## src/rtl/tmds_rx_decoder.sv

```systemverilog
// TMDS receive decoder for one channel: word alignment via bitslip, control token and data decode.
// Define TMDS_ERR_CNT_EN to add the saturating lock-loss counter output err_cnt.
module tmds_rx_decoder #(
  parameter int TOKEN_RUN      = 8,
  parameter int SEARCH_TIMEOUT = 4096,
  parameter int SLIP_WAIT      = 4
) (
  input  logic        pixel_clk,
  input  logic        sys_rst_n,
  input  logic [9:0]  tmds_sym,
  output logic        bitslip,
  output logic        aligned,
  output logic [7:0]  data_out,
  output logic [1:0]  ctrl_out,
  output logic        de_out,
`ifdef TMDS_ERR_CNT_EN
  output logic [15:0] err_cnt,
`endif
  output logic [1:0]  state_dbg
);

  localparam int RUN_W  = $clog2(TOKEN_RUN + 1);
  localparam int TO_W   = (SEARCH_TIMEOUT > 2) ? $clog2(SEARCH_TIMEOUT) : 1;
  localparam int WAIT_W = (SLIP_WAIT > 2) ? $clog2(SLIP_WAIT) : 1;

  typedef enum logic [1:0] {
    SEARCH = 2'd0,
    SLIP   = 2'd1,
    SETTLE = 2'd2,
    LOCKED = 2'd3
  } state_t;

  state_t              state, state_next;
  logic [9:0]          sym_q;
  logic [RUN_W-1:0]    run_cnt, run_next;
  logic [TO_W-1:0]     to_cnt, to_next;
  logic [WAIT_W-1:0]   wait_cnt, wait_next;
  logic [1:0]          last_code;
  logic                is_tok;
  logic [1:0]          tok_code;
  logic                run_hit;
  logic                to_expired;
  logic                clear_run;
  logic [7:0]          d, dec;
  logic [7:0]          data_r;
  logic [1:0]          ctrl_r;
  logic                de_r;

  // Stage 1: capture the raw symbol
  always_ff @(posedge pixel_clk or negedge sys_rst_n) begin
    if (!sys_rst_n) sym_q <= '0;
    else            sym_q <= tmds_sym;
  end

  always_comb begin
    is_tok   = 1'b1;
    tok_code = 2'b00;
    case (sym_q)
      10'b1101010100: tok_code = 2'b00;
      10'b0010101011: tok_code = 2'b01;
      10'b0101010100: tok_code = 2'b10;
      10'b1010101011: tok_code = 2'b11;
      default:        is_tok   = 1'b0;
    endcase
  end

  always_comb begin
    d      = sym_q[9] ? ~sym_q[7:0] : sym_q[7:0];
    dec    = '0;
    dec[0] = d[0];
    for (int i = 1; i < 8; i++)
      dec[i] = sym_q[8] ? (d[i] ^ d[i-1]) : ~(d[i] ^ d[i-1]);
  end

  // A run counter of zero means the previous symbol was data, so any token starts a new run
  always_comb begin
    run_next = '0;
    if (is_tok) begin
      if (run_cnt != '0 && tok_code == last_code)
        run_next = (run_cnt == RUN_W'(TOKEN_RUN)) ? run_cnt : run_cnt + RUN_W'(1);
      else
        run_next = RUN_W'(1);
    end
  end

  assign run_hit    = (run_next == RUN_W'(TOKEN_RUN));
  assign to_expired = (to_cnt == TO_W'(SEARCH_TIMEOUT - 1));

  // Run completion is tested before timeout so a simultaneous expiry never slips or drops lock
  always_comb begin
    state_next = state;
    to_next    = to_cnt;
    wait_next  = wait_cnt;
    clear_run  = 1'b0;
    bitslip    = 1'b0;
    case (state)
      SEARCH: begin
        if (run_hit) begin
          state_next = LOCKED;
          to_next    = '0;
        end else if (to_expired) begin
          state_next = SLIP;
          to_next    = '0;
        end else begin
          to_next = to_cnt + TO_W'(1);
        end
      end
      SLIP: begin
        bitslip    = 1'b1;
        clear_run  = 1'b1;
        to_next    = '0;
        wait_next  = '0;
        state_next = SETTLE;
      end
      SETTLE: begin
        clear_run = 1'b1;
        to_next   = '0;
        if (wait_cnt == WAIT_W'(SLIP_WAIT - 1)) begin
          wait_next  = '0;
          state_next = SEARCH;
        end else begin
          wait_next = wait_cnt + WAIT_W'(1);
        end
      end
      LOCKED: begin
        if (run_hit) begin
          to_next = '0;
        end else if (to_expired) begin
          to_next    = '0;
          state_next = SEARCH;
        end else begin
          to_next = to_cnt + TO_W'(1);
        end
      end
      default: state_next = SEARCH;
    endcase
  end

  always_ff @(posedge pixel_clk or negedge sys_rst_n) begin
    if (!sys_rst_n) begin
      state     <= SEARCH;
      run_cnt   <= '0;
      to_cnt    <= '0;
      wait_cnt  <= '0;
      last_code <= 2'b00;
    end else begin
      state    <= state_next;
      run_cnt  <= clear_run ? '0 : run_next;
      to_cnt   <= to_next;
      wait_cnt <= wait_next;
      if (is_tok) last_code <= tok_code;
    end
  end

  // Stage 2: decoded symbol; ctrl holds through data periods
  always_ff @(posedge pixel_clk or negedge sys_rst_n) begin
    if (!sys_rst_n) begin
      data_r <= '0;
      ctrl_r <= '0;
      de_r   <= 1'b0;
    end else if (is_tok) begin
      data_r <= '0;
      ctrl_r <= tok_code;
      de_r   <= 1'b0;
    end else begin
      data_r <= dec;
      de_r   <= 1'b1;
    end
  end

  assign aligned   = (state == LOCKED);
  assign data_out  = aligned ? data_r : 8'h00;
  assign ctrl_out  = aligned ? ctrl_r : 2'b00;
  assign de_out    = aligned & de_r;
  assign state_dbg = state;

`ifdef TMDS_ERR_CNT_EN
  logic lock_lost;
  assign lock_lost = (state == LOCKED) && (state_next == SEARCH);

  always_ff @(posedge pixel_clk or negedge sys_rst_n) begin
    if (!sys_rst_n)                           err_cnt <= '0;
    else if (lock_lost && err_cnt != 16'hFFFF) err_cnt <= err_cnt + 16'd1;
  end
`endif

endmodule
```

## config.mk

```make
export PLATFORM = sky130hd
export DESIGN_NAME = tmds_rx_decoder
export DESIGN_NICKNAME = d
export VERILOG_FILES = /design/src/rtl/tmds_rx_decoder.sv
export SDC_FILE = /design/constraint.sdc
export NUM_CORES = 1
export LEC_CHECK = 0
export BUFFER_PORTS_ARGS = -buffer_cell sky130_fd_sc_hd__buf_4
export CAP_MARGIN = 10
export CORE_MARGIN = 1
export CORE_UTILIZATION = 56
export DETAILED_ROUTE_END_ITERATION = 10
export PLACE_DENSITY = 0.77
export SYNTH_ARGS = -nofsm -noshare
export SYNTH_HDL_FRONTEND = slang
export SYNTH_SLANG_ARGS = --single-unit
```

## constraint.sdc

```tcl
create_clock -name pixel_clk -period 6 [get_ports pixel_clk]
set_input_delay 1.2 -clock pixel_clk [delete_from_list [all_inputs] [get_ports pixel_clk]]
set_output_delay 1.2 -clock pixel_clk [all_outputs]
set_load 0.02 [all_outputs]
```

==> metrics.md, run 1 <==
| Metric | Value |
|---|---|
| Status | `complete, no violations` |
| Worst Path Required | `4800 ps` |
| Reg2reg path depth | `5` |
| # hold bufs at CTS | `0` |
| FILL cells | `317` |
| RSZ-0062 raised after global routing | `no` |
| Vias in the first global route | `1425` |
| Die X-Extent | `64.1 um` |
| Skew-Pair Late Insertion Delay | `290 ps` |
| Most common cell in the netlist | `dfrtp_1` |
| FFs w/ async S/R, synth | `1.00` |
| Max_cap viols | `0` |
| GRT Util Overall | `0.211` |
| Synth top area cells | `dfrtp_1, xnor2_1, ha_1` |
| I/O pin cnt | `27` |
| Fmax | `0.364 GHz` |
| Synthesized flop and latch total | `41` |
| Max_slew headroom | `0.511` |
| VDD IR max | `177 uV` |
| Routability congestion estimate | `0.817` |
| Leakage | `1.08 nW` |
| Hold Crit Depth | `1` |
| Die height | `64.1 um` |
| Data arrival time of the worst path | `1540 ps` |
| Layout cell share with drive strength beyond 1 | `0.189` |
| Pwr per Cell Area | `220 mW/mm2` |
| Post-DR wirelength/cell | `13.0 um` |
| Non-Filler Instances | `286` |
| DR DRC count | `0` |
| Global-route wire length before repair | `6.52 mm` |
| Root Buffer | `clkbuf_8` |
| Antenna Cells | `0` |
| Nets | `258` |
| Largest delay share family, worst path | `adder cells` |
| CTS tree | `done` |
| Post_cts resized | `0` |
| Largest net degree at the start of global routing | `42` |
| Final Hold Fails | `0` |
| Pwr Total | `0.544 mW` |
| Initial DRC Count | `27` |
| Syn-to-layout area delta | `14.9%` |
| CTS H-Tree Depth | `2` |
| Starting density of the core | `0.585` |
| Slowest CP cell | `ha_1` |
| Cell count after placement | `279` |
| Post-Synthesis Cells | `213` |
| Vias per cell | `5.30` |
| Hold WC Path Type | `reg2reg` |
| Mean Syn Cell Area | `10.1 um2` |
| DRT Pass-1 Iters | `4` |
| Buf+Inv Stages, Crit Path | `1` |
| Number of synthesized flops with an enable pin | `0` |
| Detailed Place HPWL | `2.64 mm` |
| Worst Skew | `4.99 ps` |
| WP depth | `3` |
| DIE AREA | `0.00410 mm2` |
| Period Utilization, post-route | `0.457` |
| Final Max Tran Viols | `0` |
| Fraction of the yosys area taken by sequential cells | `0.476` |
| Cell variety after synth | `50` |
| Crit end category | `output pin` |
| Number of cell rows | `22` |
| Post-Route WL | `3.71 mm` |
| Syn Nets | `233` |
| Clk slew on worst S/H paths | `70 ps` |
| Core Region | `0.00369 mm2` |
| Critical path type | `reg2out` |
| Synth area leader | `dfrtp_1` |
| Setup crit start kind | `register` |
| Sum of negative setup slack | `0 ps` |
| Worst-Margin Slew | `734 ps` |
| Final Setup Violations | `0` |
| Setup repair bufs after CTS | `0` |
| Synth cell count leaders | `dfrtp_1, nor2_1, nor3_1, xnor2_1, nand2_1` |
| Clk buf depth | `2` |
| IO buf count | `26` |
| Slowest cell delay on critical path | `480 ps` |
| Cell Area, Synth | `0.00216 mm2` |
| Global route overflow | `0` |
| Final ANT Viol Nets | `0` |
| Total CTS buffers | `5` |
| CP Cell Sequence | `ha_1, and2_1, buf_4` |
| Synth top area share | `0.476` |
| Antenna violations before repair | `0` |
| Vias | `1517` |
| Crit-path max FO | `17` |
| YS warnings | `0` |
| Clk sinks | `41` |
| Clock period minus worst slack | `2740 ps` |
| Most used DFF post-synth | `dfrtp_1` |
[per-layer routing]
metal	vias to the layer above	GRT usage	wire (um)
met1	705	0.279	1810
met5	-	0	0
met4	0	0.0739	46
met3	5	0.0554	110
met2	20	0.335	1740
li1	787	-	-
[power by group]
group / internal (mW) / leakage (nW) / switching, mW / total (mW)
clock network: 0.121 / 0.0540 / 0.0903 / 0.211
logic: 0.0179 / 0.519 / 0.0178 / 0.0357
registers: 0.289 / 0.511 / 0.00870 / 0.297
total: 0.427 / 1.08 / 0.117 / 0.544
[area by class of cell]
| type | instances | area (um2) | area share |
|---|---|---|---|
| flip-flops and latches | 41 | 1030 | 0.414 |
| repair buffers | 26 | 195 | 0.0787 |
| clock buffers | 5 | 68.8 | 0.0278 |
| well taps | 48 | 60.1 | 0.0242 |
| inverters | 11 | 41.3 | 0.0167 |
| clock inverters | 2 | 35.0 | 0.0141 |
| multi-input cells | 153 | 1050 | 0.425 |
[flip-flops by register name, indices dropped and copies added (netlist names)]
| name | count |
|---|---|
| to_cnt | 12 |
| data_r | 8 |
| ctrl_r | 2 |
| run_cnt | 4 |
| sym_q | 10 |
| de_r | 1 |
| state_dbg | 2 |
| wait_cnt | 2 |
[per-stage QoR]
stage / util / setup slack (ps) / hold WS [ps] / area [um2]
6_report: 0.672 / 3260 / 496 / 2480
5_1_grt: 0.672 / 3110 / 508 / 2480
4_1_cts: 0.672 / 3240 / 497 / 2480
3_5_place_dp: 0.644 / 3560 / 487 / 2370
3_3_place_gp: 0.644 / 3600 / 477 / 2370
2_1_floorplan: - / 3400 / 445 / 2160
[kinds of logic (layout without fill, tap and decap cells)]
group,after synthesis,after routing,synth area share
flip-flops,41,41,0.476
multiplexers,3,3,0.0145
adder cells (fa/ha/maj),8,8,0.0464
buffers and inverters,19,44,0.0365
XOR/XNOR,23,23,0.0934
AND/OR/NAND/NOR,93,93,0.241
AO/OA/AOI/OAI,26,26,0.0922
[path summary, 6_finish.rpt]
| kind | startpoint | end | slack (ps) |
|---|---|---|---|
| worst max-delay path | state_dbg[0] | data_out[0] | 3260 |
| worst min-delay path | to_cnt[0] | to_cnt[0] | 500 |
| worst max register to register | sym_q[0] | to_cnt[9] | 3670 |
| worst min register to register | to_cnt[0] | to_cnt[0] | 500 |
| max in group asynchronous | sys_rst_n | sym_q[1] | 4800 |
| min in group asynchronous | sys_rst_n | data_r[4] | 870 |
[worst register-to-register path: cells and delay by family, from the launching register on]
kind | cells | cell delay, ps
compound gates | 2 | 940
flops | 1 | 430
simple gates | 3 | 820
[cell usage in the layout (no fill, tap or decap), drive strengths merged, types with 2 or more instances in the layout]
master and instances:
buf 26, a21o 2, nand3b 3, nand2 15
nor2 19, or2 2, a21oi 5, nor2b 2
clkbuf 5, and2 12, inv 11, xor2 6
nor4 3, and4 2, nand3 6, dfrtp 41
nand4 2, ha 8, nor3 18, a211oi 3
a2111oi 2, or3 3, xnor2 17, o21ai 5
mux2i 2
Power figures use the tool's default switching activity.
==> inputs of run 2 (changes only) <==
CORE_UTILIZATION = 52   (was 56)
PLACE_DENSITY = 0.76   (was 0.77)
clock period = 2.35 ns   (was 6 ns; I/O delays follow)
==> metrics.md, run 2 (synthesis gave the netlist of run 1 again) <==
| Metric | Value |
|---|---|
| Most frequent cells in the layout | `dfrtp_1, buf_4, nor2_1` |
| Data arrival time of the worst path | `2290 ps` |
| Critical path type | `reg2reg` |
| Largest net degree at the start of global routing | `42` |
| Leakage | `1.10 nW` |
| Starting density of the core | `0.539` |
| Largest regs | `to_cnt: 12 flops, sym_q: 10 flops, data_r: 8 flops` |
| Fmax | `0.477 GHz` |
| Global route overflow | `0` |
| DR DRC count | `0` |
| Die X-Extent | `66.4 um` |
| Post-Route WL | `3.87 mm` |
| Total CTS buffers | `5` |
| Hold WC Path Type | `in2async` |
| CP Cell Sequence | `nand4bb_1, nor3_4, o22ai_1, a2111o_1, a211oi_1` |
| Worst Skew | `5.25 ps` |
| CTS tree | `done` |
| RSZ-0062 raised after global routing | `no` |
| M3 GR Usage | `0.0517` |
| Final Setup Violations | `0` |
| Global-route wire length before repair | `6.62 mm` |
| Final ANT Viol Nets | `0` |
| Commonest non-fill, non-tap cell in the layout | `dfrtp_1` |
| Layout cell share with drive strength beyond 1 | `0.202` |
| Clk buf depth | `2` |
| Syn-to-layout area delta | `16.4%` |
| Met2 usage | `0.341` |
| DRT Pass-1 Iters | `4` |
| DIE AREA | `0.00441 mm2` |
| Antenna Cells | `0` |
| Nets | `262` |
| Worst-Margin Slew | `500 ps` |
| GRT busiest layer | `met2` |
| Max_slew headroom | `0.667` |
| Status | `complete, no violations` |
| Sum of negative setup slack | `0 ps` |
| Post_cts resized | `0` |
| Detailed Place HPWL | `2.85 mm` |
| Antenna violations before repair | `0` |
| Setup repair bufs after CTS | `0` |
| Buf+Inv Stages, Crit Path | `0` |
| Routability congestion estimate | `0.803` |
| Initial DRC Count | `53` |
| Vias in the first global route | `1440` |
| Final Max Tran Viols | `0` |
| Worst Path Required | `2550 ps` |
| Largest delay share family, worst path | `compound AO/OA/AOI/OAI gates` |
| Pwr per Cell Area | `552 mW/mm2` |
| Setup crit start kind | `register` |
| Crit-path max FO | `8` |
| Max_cap viols | `0` |
| Die height | `66.4 um` |
| Clk sinks | `41` |
| Max reg flops | `12` |
| Number of cell rows | `23` |
| Period Utilization, post-route | `0.891` |
| IO buf count | `26` |
| Core Region | `0.00400 mm2` |
| Utilization after layout | `0.628` |
| Skew-Pair Late Insertion Delay | `290 ps` |
| # hold bufs at CTS | `0` |
| Biggest register | `to_cnt` |
| Clk slew on worst S/H paths | `80 ps` |
| M1 GR Usage | `0.267` |
| Crit end category | `register` |
| Vias | `1565` |
| I/O pin cnt | `27` |
| Vias per cell | `5.36` |
| Post-DR wirelength/cell | `13.2 um` |
| Final Hold Fails | `0` |
| Root Buffer | `clkbuf_8` |
| Slowest cell delay on critical path | `420 ps` |
| GRT Util Overall | `0.205` |
| Slowest CP cell | `a2111o_1` |
| Clock period minus worst slack | `2090 ps` |
| VDD IR max | `441 uV` |
| CTS H-Tree Depth | `2` |
## run 2: metrics by stage
stage          std cells  power (mW)  instance area (um2)  setup WS [ps]  hold WS (ps)
2_1_floorplan        213       0.826                 2160            407           174
3_3_place_gp         285       0.862                 2410            314           464
3_5_place_dp         285       0.866                 2410            230           473
4_1_cts              292        1.40                 2510            246           156
5_1_grt              292        1.45                 2510           66.4           184
6_report             292        1.39                 2510            255           143
## run 2: worst paths after layout
kind                       slack [ps]            to         from  cells after the start
hold reg to reg                   480   wait_cnt[0]  wait_cnt[0]                      1
min in group pixel_clk            280      sym_q[7]  tmds_sym[7]                      1
max in group asynchronous        1860  state_dbg[1]    sys_rst_n                      1
hold / removal                    140     data_r[6]    sys_rst_n                      1
setup reg to reg                  260  state_dbg[0]     sym_q[5]                      5
setup / recovery                  260  state_dbg[0]     sym_q[5]                      5
## run 2: per-layer routing
layer | up-vias | wire length, um
met5 | - | 0
met4 | 0 | 42
met3 | 4 | 113
met2 | 19 | 1970
met1 | 747 | 1740
li1 | 795 | -
## run 2: area by class of cell
class | count | area (um2)
clock inverter | 2 | 35.0
timing repair buffer | 30 | 225
inverter | 11 | 41.3
fill | 341 | 1490
tap | 50 | 62.6
sequential | 41 | 1030
clock buffer | 5 | 68.8
multi-input combinational | 153 | 1050
## run 2: power breakdown
group          internal (mW)  switching, mW
combinational         0.0458         0.0451
clock                  0.309          0.227
sequential             0.737         0.0227
## run 2: worst reg2reg max path, delay by kind of cell (launching register included)
family / cells / cell delay [ps]
AO/OA/AOI/OAI: 3 / 870
flip-flops: 1 / 400
AND/OR/NAND/NOR: 2 / 730
